**src/rtl/pipe_pkg.sv**
```systemverilog
// Shared pipeline definitions: operand/stage encodings, scoreboard entry layout
// and default multiply/divide latencies.
package pipe_pkg;

  localparam int unsigned RA_W_DEF    = 5;
  localparam int unsigned T_W_DEF     = 2;
  localparam int unsigned MUL_LAT_DEF = 5;
  localparam int unsigned DIV_LAT_DEF = 10;

  localparam int unsigned STG_E = 1;
  localparam int unsigned STG_M = 2;
  localparam int unsigned STG_W = 3;

  // All-ones Tuse marks an operand the instruction does not read
  localparam logic [T_W_DEF-1:0] T_UNUSED = '1;

  typedef struct packed {
    logic                we;
    logic [RA_W_DEF-1:0] addr;
    logic [T_W_DEF-1:0]  tnew;
  } sb_entry_t;

endpackage

```
**src/rtl/hazard_operand_check.sv**
```systemverilog
// Per-operand hazard resolution against the in-flight writer scoreboard:
// the nearest matching writer decides both the stall and the forward source.
module hazard_operand_check
  import pipe_pkg::*;
#(
  parameter int unsigned STAGES = 3,
  parameter int unsigned FS_W   = 2,
  parameter int unsigned RA_W   = 5,
  parameter int unsigned T_W    = 2
) (
  input  sb_entry_t [STAGES:1] sb,
  input  logic [RA_W-1:0]      addr,
  input  logic [T_W-1:0]       tuse,
  output logic                 stall_c,
  output logic [FS_W-1:0]      fwd_sel_c
);

  logic used;

  // $0 never hazards and an unused operand never looks at the scoreboard
  assign used = (tuse != T_UNUSED) && (addr != '0);

  // Walk oldest to youngest so the nearest match overwrites older ones
  always_comb begin
    stall_c   = 1'b0;
    fwd_sel_c = '0;
    for (int k = int'(STAGES); k >= 1; k--) begin
      if (used && sb[k].we && (sb[k].addr == addr)) begin
        stall_c   = (sb[k].tnew > tuse);
        fwd_sel_c = (sb[k].tnew == '0) ? FS_W'(k) : '0;
      end
    end
  end

endmodule

```
**src/rtl/hazard_scoreboard.sv**
```systemverilog
// Decode-stage hazard controller: in-flight writer scoreboard, D-stage stall and
// forward selects, plus the mult/div busy countdown.
module hazard_scoreboard
  import pipe_pkg::*;
#(
  parameter int unsigned STAGES  = STG_W,
  parameter int unsigned RA_W    = RA_W_DEF,
  parameter int unsigned T_W     = T_W_DEF,
  parameter int unsigned MUL_LAT = MUL_LAT_DEF,
  parameter int unsigned DIV_LAT = DIV_LAT_DEF
) (
  input  logic                         clk,
  input  logic                         reset,
  input  logic [RA_W-1:0]              d_rs_addr,
  input  logic [RA_W-1:0]              d_rt_addr,
  input  logic [T_W-1:0]               d_rs_tuse,
  input  logic [T_W-1:0]               d_rt_tuse,
  input  logic                         d_we,
  input  logic [RA_W-1:0]              d_wr_addr,
  input  logic [T_W-1:0]               d_tnew,
  input  logic                         d_md,
  input  logic                         e_md_start,
  input  logic                         e_md_div,
  output logic                         stall,
  output logic [$clog2(STAGES+1)-1:0]  fwd_rs_sel,
  output logic [$clog2(STAGES+1)-1:0]  fwd_rt_sel,
  output logic                         md_busy
);

  localparam int unsigned FS_W  = $clog2(STAGES + 1);
  localparam int unsigned CNT_W = $clog2(DIV_LAT + 1);

  sb_entry_t [STAGES:1] sb_q, sb_d;
  logic [CNT_W-1:0]     cnt_q, cnt_d;
  logic                 rs_stall, rt_stall, md_stall;

  // Entry 1 takes the D instruction (or a bubble), older entries age by one stage
  always_comb begin
    sb_d = '0;
    if (!stall) begin
      sb_d[STG_E].we   = d_we;
      sb_d[STG_E].addr = d_wr_addr;
      sb_d[STG_E].tnew = d_tnew;
    end
    for (int k = 1; k < int'(STAGES); k++) begin
      sb_d[k+1] = sb_q[k];
      if (sb_q[k].tnew != '0) begin
        sb_d[k+1].tnew = sb_q[k].tnew - T_W'(1);
      end
    end
  end

  always_comb begin
    cnt_d = cnt_q;
    if (e_md_start) begin
      cnt_d = e_md_div ? CNT_W'(DIV_LAT) : CNT_W'(MUL_LAT);
    end else if (cnt_q != '0) begin
      cnt_d = cnt_q - CNT_W'(1);
    end
  end

  always_ff @(posedge clk) begin
    if (reset) begin
      sb_q  <= '0;
      cnt_q <= '0;
    end else begin
      sb_q  <= sb_d;
      cnt_q <= cnt_d;
    end
  end

  hazard_operand_check #(
    .STAGES (STAGES),
    .FS_W   (FS_W),
    .RA_W   (RA_W),
    .T_W    (T_W)
  ) u_rs_check (
    .sb        (sb_q),
    .addr      (d_rs_addr),
    .tuse      (d_rs_tuse),
    .stall_c   (rs_stall),
    .fwd_sel_c (fwd_rs_sel)
  );

  hazard_operand_check #(
    .STAGES (STAGES),
    .FS_W   (FS_W),
    .RA_W   (RA_W),
    .T_W    (T_W)
  ) u_rt_check (
    .sb        (sb_q),
    .addr      (d_rt_addr),
    .tuse      (d_rt_tuse),
    .stall_c   (rt_stall),
    .fwd_sel_c (fwd_rt_sel)
  );

  // A start in E already blocks a HI/LO reader in D, before busy rises
  assign md_busy  = (cnt_q != '0);
  assign md_stall = d_md && (md_busy || e_md_start);
  assign stall    = rs_stall | rt_stall | md_stall;

endmodule

```
**config.mk**
```make
export PLATFORM = sky130hd
export DESIGN_NAME = hazard_scoreboard
export DESIGN_NICKNAME = d
export VERILOG_FILES = /design/src/rtl/pipe_pkg.sv /design/src/rtl/hazard_operand_check.sv /design/src/rtl/hazard_scoreboard.sv
export SDC_FILE = /design/constraint.sdc
export NUM_CORES = 1
export LEC_CHECK = 0
export ABC_AREA = 1
export BUFFER_PORTS_ARGS = -buffer_cell sky130_fd_sc_hd__buf_2
export CORE_MARGIN = 2
export CORE_UTILIZATION = 45
export CTS_CLUSTER_DIAMETER = 120
export DETAILED_ROUTE_END_ITERATION = 6
export GPL_ROUTABILITY_DRIVEN = 0
export PLACE_DENSITY_LB_ADDON = 0.08
export SLEW_MARGIN = 20
export SYNTH_ARGS = -nofsm -noshare
export SYNTH_HDL_FRONTEND = slang
export SYNTH_SLANG_ARGS = --single-unit
export TNS_END_PERCENT = 100
```
**constraint.sdc**
```tcl
create_clock -name clk -period 1.8 [get_ports clk]
set_input_delay 0.27 -clock clk [delete_from_list [all_inputs] [get_ports clk]]
set_output_delay 0.27 -clock clk [all_outputs]
set_load 0.01 [all_outputs]
```
==> flow_summary.yaml <==
pwr:
  max-vdd-ir-drop_v: 0.000400
  p_sw_frac: 0.287
  p_int_uw: 1100
  clock_power_share: 0.337
  power_leakage_uw: 0.00115
  design_power_total_uw: 1540
  power-per-cell-area_nw_per_um2: 680
  power_switching_uw: 441
  combinationalPowerShare: 0.217
  sequentialPowerShare: 0.445
logic_synthesis:
  postSynthRegisterBits: 28
  yosysTopAreaCellShare: 0.304
  synthCells: 290
  synth_seq_area_share: 0.304
  netlist_top_cells_count: "sky130_fd_sc_hd__nand2_1 (80), sky130_fd_sc_hd__inv_1 (55), sky130_fd_sc_hd__nor2_1 (43)"
  synth.net_count: 331
  synth_adder_area_share: 0.0951
  synthMostInstantiatedCell: "sky130_fd_sc_hd__nand2_1"
  synth_mux_area_frac: 0
  post_synth_main_area_contributors: "sky130_fd_sc_hd__dfxtp_1 (30%), sky130_fd_sc_hd__nand2_1 (16%), sky130_fd_sc_hd__inv_1 (11%), sky130_fd_sc_hd__ha_1 (9.5%), sky130_fd_sc_hd__nor2_1 (8.8%)"
  synth.cell_area_sq_um: 1840
  synth.avg_cell_area_sq_um: 6.35
  ys_warn_count: 0
  synth-xor-area-share: 0.0333
  ys_types: 27
  synth_edf_count: 0
  combinational_family_with_the_most_area_after_synthesis: "simple AND/OR/NAND/NOR gates"
  synth_simple_gate_area_frac: 0.365
  async_flop_share: 0
  synth_compound_gate_area_share: 0.0815
  flip_flop_cell_with_the_highest_count_after_synthesis: "sky130_fd_sc_hd__dfxtp_1"
  synth_top_cell_by_area: "sky130_fd_sc_hd__dfxtp_1"
die:
  start_util: 0.464
  num_io_pins: 33
  width_of_the_die_microns: 68.0
  die_h_microns: 68.0
  core-area_sq_um: 3970
  die_area_sq_um: 4620
  core.rowCount: 23
finish:
  fill_cells: 409
  layout.core_utilization: 0.569
  post_route_cells_drive_above_1_share: 0.271
  syn_to_final_growth_pct: 22.8
  layout.nets: 374
  num_antenna_cells: 0
routing:
  avgRoutedWirePerCell_microns: 11.8
  detail_route.first_pass.iterations: 4
  drt_iter0_drc: 110
  drc: 0
  ant_nets: 0
  wirelength_microns: 4530
  via_count: 1818
  detail_route.vias_per_cell: 4.76
sta:
  pnr_worst_setup_slack_ps: -107
  finalHoldViolCount: 0
  finalWorstPathRequiredPeriod_ps: 1910
  worst-slew-pin-transition_ps: 381
  timing_max_transition_violations_final: 0
  setup_violations: 5
  final_worst_path_period_share: 1.06
  worst_clock_skew_ps: 3.31
  relSlewSlack: 0.746
  setup_repair_after_global_routing_missed_its_margin: "yes"
  max_freq_mhz: 524
  hold-worst-slack_ps: 172
worst_hold_path:
  tightest_hold_check_type: "in -> reg"
global_route:
  track_usage: 0.211
  antenna_violations_before_repair: 0
  grt_util_met1: 0.313
  grt_start_max_net_pins: 19
  first_global_vias: 1607
  met2_usage: 0.320
  wire_length_of_the_first_global_routing_pass_microns: 7310
  gr-usage-met3: 0.0247
  grt.overflow.total: 0
  gr-max-usage-layer: "met2"
setup_path:
  timing.critical_path.from_type: "register"
  capturing_element_type_of_the_critical_path: "primary output"
  data_arrival_time_at_the_worst_slack_endpoint_ps: 1640
  timing.critical_path.mode_cell: "sky130_fd_sc_hd__nand2_1"
  crit_fanout: 3
  slowest_stage: "sky130_fd_sc_hd__dfxtp_2"
  critical_path_required_ps: 1530
  crit_path_max_incr_delay_ps: 360
  worst-setup-path-type: "reg -> out"
  timing.critical_path.cells: "inv_2 > nand2_1 > nand2_1 > nor2_1 > nand3_1 > nor2_2 > buf_4 > nand3_1 > nand2_1 > buf_2"
cts:
  clkSinkCount: 28
  cts_hold_buffers: 0
  ctsHtreeMaxLevel: 1
  tritoncts: "done"
  cts-buffers-inserted: 3
  clk_pin_slew_ps: 100
  clock_insertion_delay_worst_skew_ps: 290
  clock_path_buffers: 2
  cts_root_buffer: "sky130_fd_sc_hd__clkbuf_8"
run:
  cap_viol_max_count: 0
run_status:
  violations: "negative setup slack"
  status: "finished with violations"
placement:
  port_buffers: 32
  hpwl_microns: 3450
  dp_slack_ps: 38.4
-- cell type report --
| class | instances | area [sq um] | area share |
|---|---|---|---|
| Clock buffer | 3 | 41.3 | 0.0183 |
| Clock inverter | 1 | 30.0 | 0.0133 |
| Inverter | 56 | 210 | 0.0930 |
| Multi-Input combinational cell | 204 | 1110 | 0.491 |
| Sequential cell | 28 | 581 | 0.257 |
| Tap cell | 50 | 62.6 | 0.0277 |
| Timing Repair Buffer | 40 | 226 | 0.100 |
-- metrics by stage --
stage	TNS, ps	area [sq um]	std cells
after detailed placement	0	2050	370
after global placement	0	2050	370
after global routing	-1100	2260	382
final	-359	2260	382
after floorplan	0	1840	290
after CTS	-241	2220	380
-- worst max-delay path: cells and delay by family (launching register included) --
family,cells,cell delay [ps]
simple gates,7,670
flops,1,360
buf+inv,3,310
-- path summary, 6_finish.rpt --
path / startpoint / end / slack (ps) / cells after the start
max: sb_d[21]$_SDFF_PP0_ / fwd_rt_sel[1] / -110 / 10
min: d_wr_addr[1] / sb_d[11]$_SDFF_PP0_ / 170 / 3
max reg2reg: sb_d[18]$_SDFF_PP0_ / sb_q[1]$_SDFF_PP0_ / 120 / 13
min reg2reg: sb_d[13]$_SDFF_PP0_ / sb_d[21]$_SDFF_PP0_ / 450 / 2
-- sequential cells by signal (all words and copies together), names as in the netlist --
| name | count |
|---|---|
| sb_q | 12 |
| cnt_q | 4 |
| sb_d | 12 |
-- kinds of logic (layout without fill, tap and decap cells) --
group	after synthesis	after routing
buffers and inverters	58	100
AO/OA/AOI/OAI	27	27
AND/OR/NAND/NOR	156	156
adder cells (fa/ha/maj)	14	14
XOR/XNOR	7	7
flip-flops	28	28
-- power groups by stage --
stage | Clock (uW) | Combinational (uW) | Sequential (uW)
floorplan | 0 | 208 | 686
global placement | 0 | 301 | 693
global route | 542 | 387 | 691
CTS | 523 | 327 | 683
detailed placement | 0 | 301 | 693
finish | 519 | 334 | 684
-- metal layers --
layer | vias up | wire length (microns)
li1 | 980 | -
met1 | 792 | 2240
met2 | 40 | 2000
met3 | 6 | 200
met4 | 0 | 88
met5 | - | 0
-- placed cells by master, fill, tap and decap left out, drive strengths merged, types with 3 or more instances in the layout --
cell    instances
o21ai           9
inv            56
nand2          82
buf            40
nand4           6
nor3            6
nor2           48
nand3          11
ha             14
dfxtp          28
xnor2           5
a21oi          14
clkbuf          3
-- what timing repair did --
action,in CTS,in global routing
setup buffers,6,2
setup endpoints to repair,5,5
pin swaps,11,17
gates resized for setup,27,14
No activity file was read; power rests on OpenSTA's default activity.
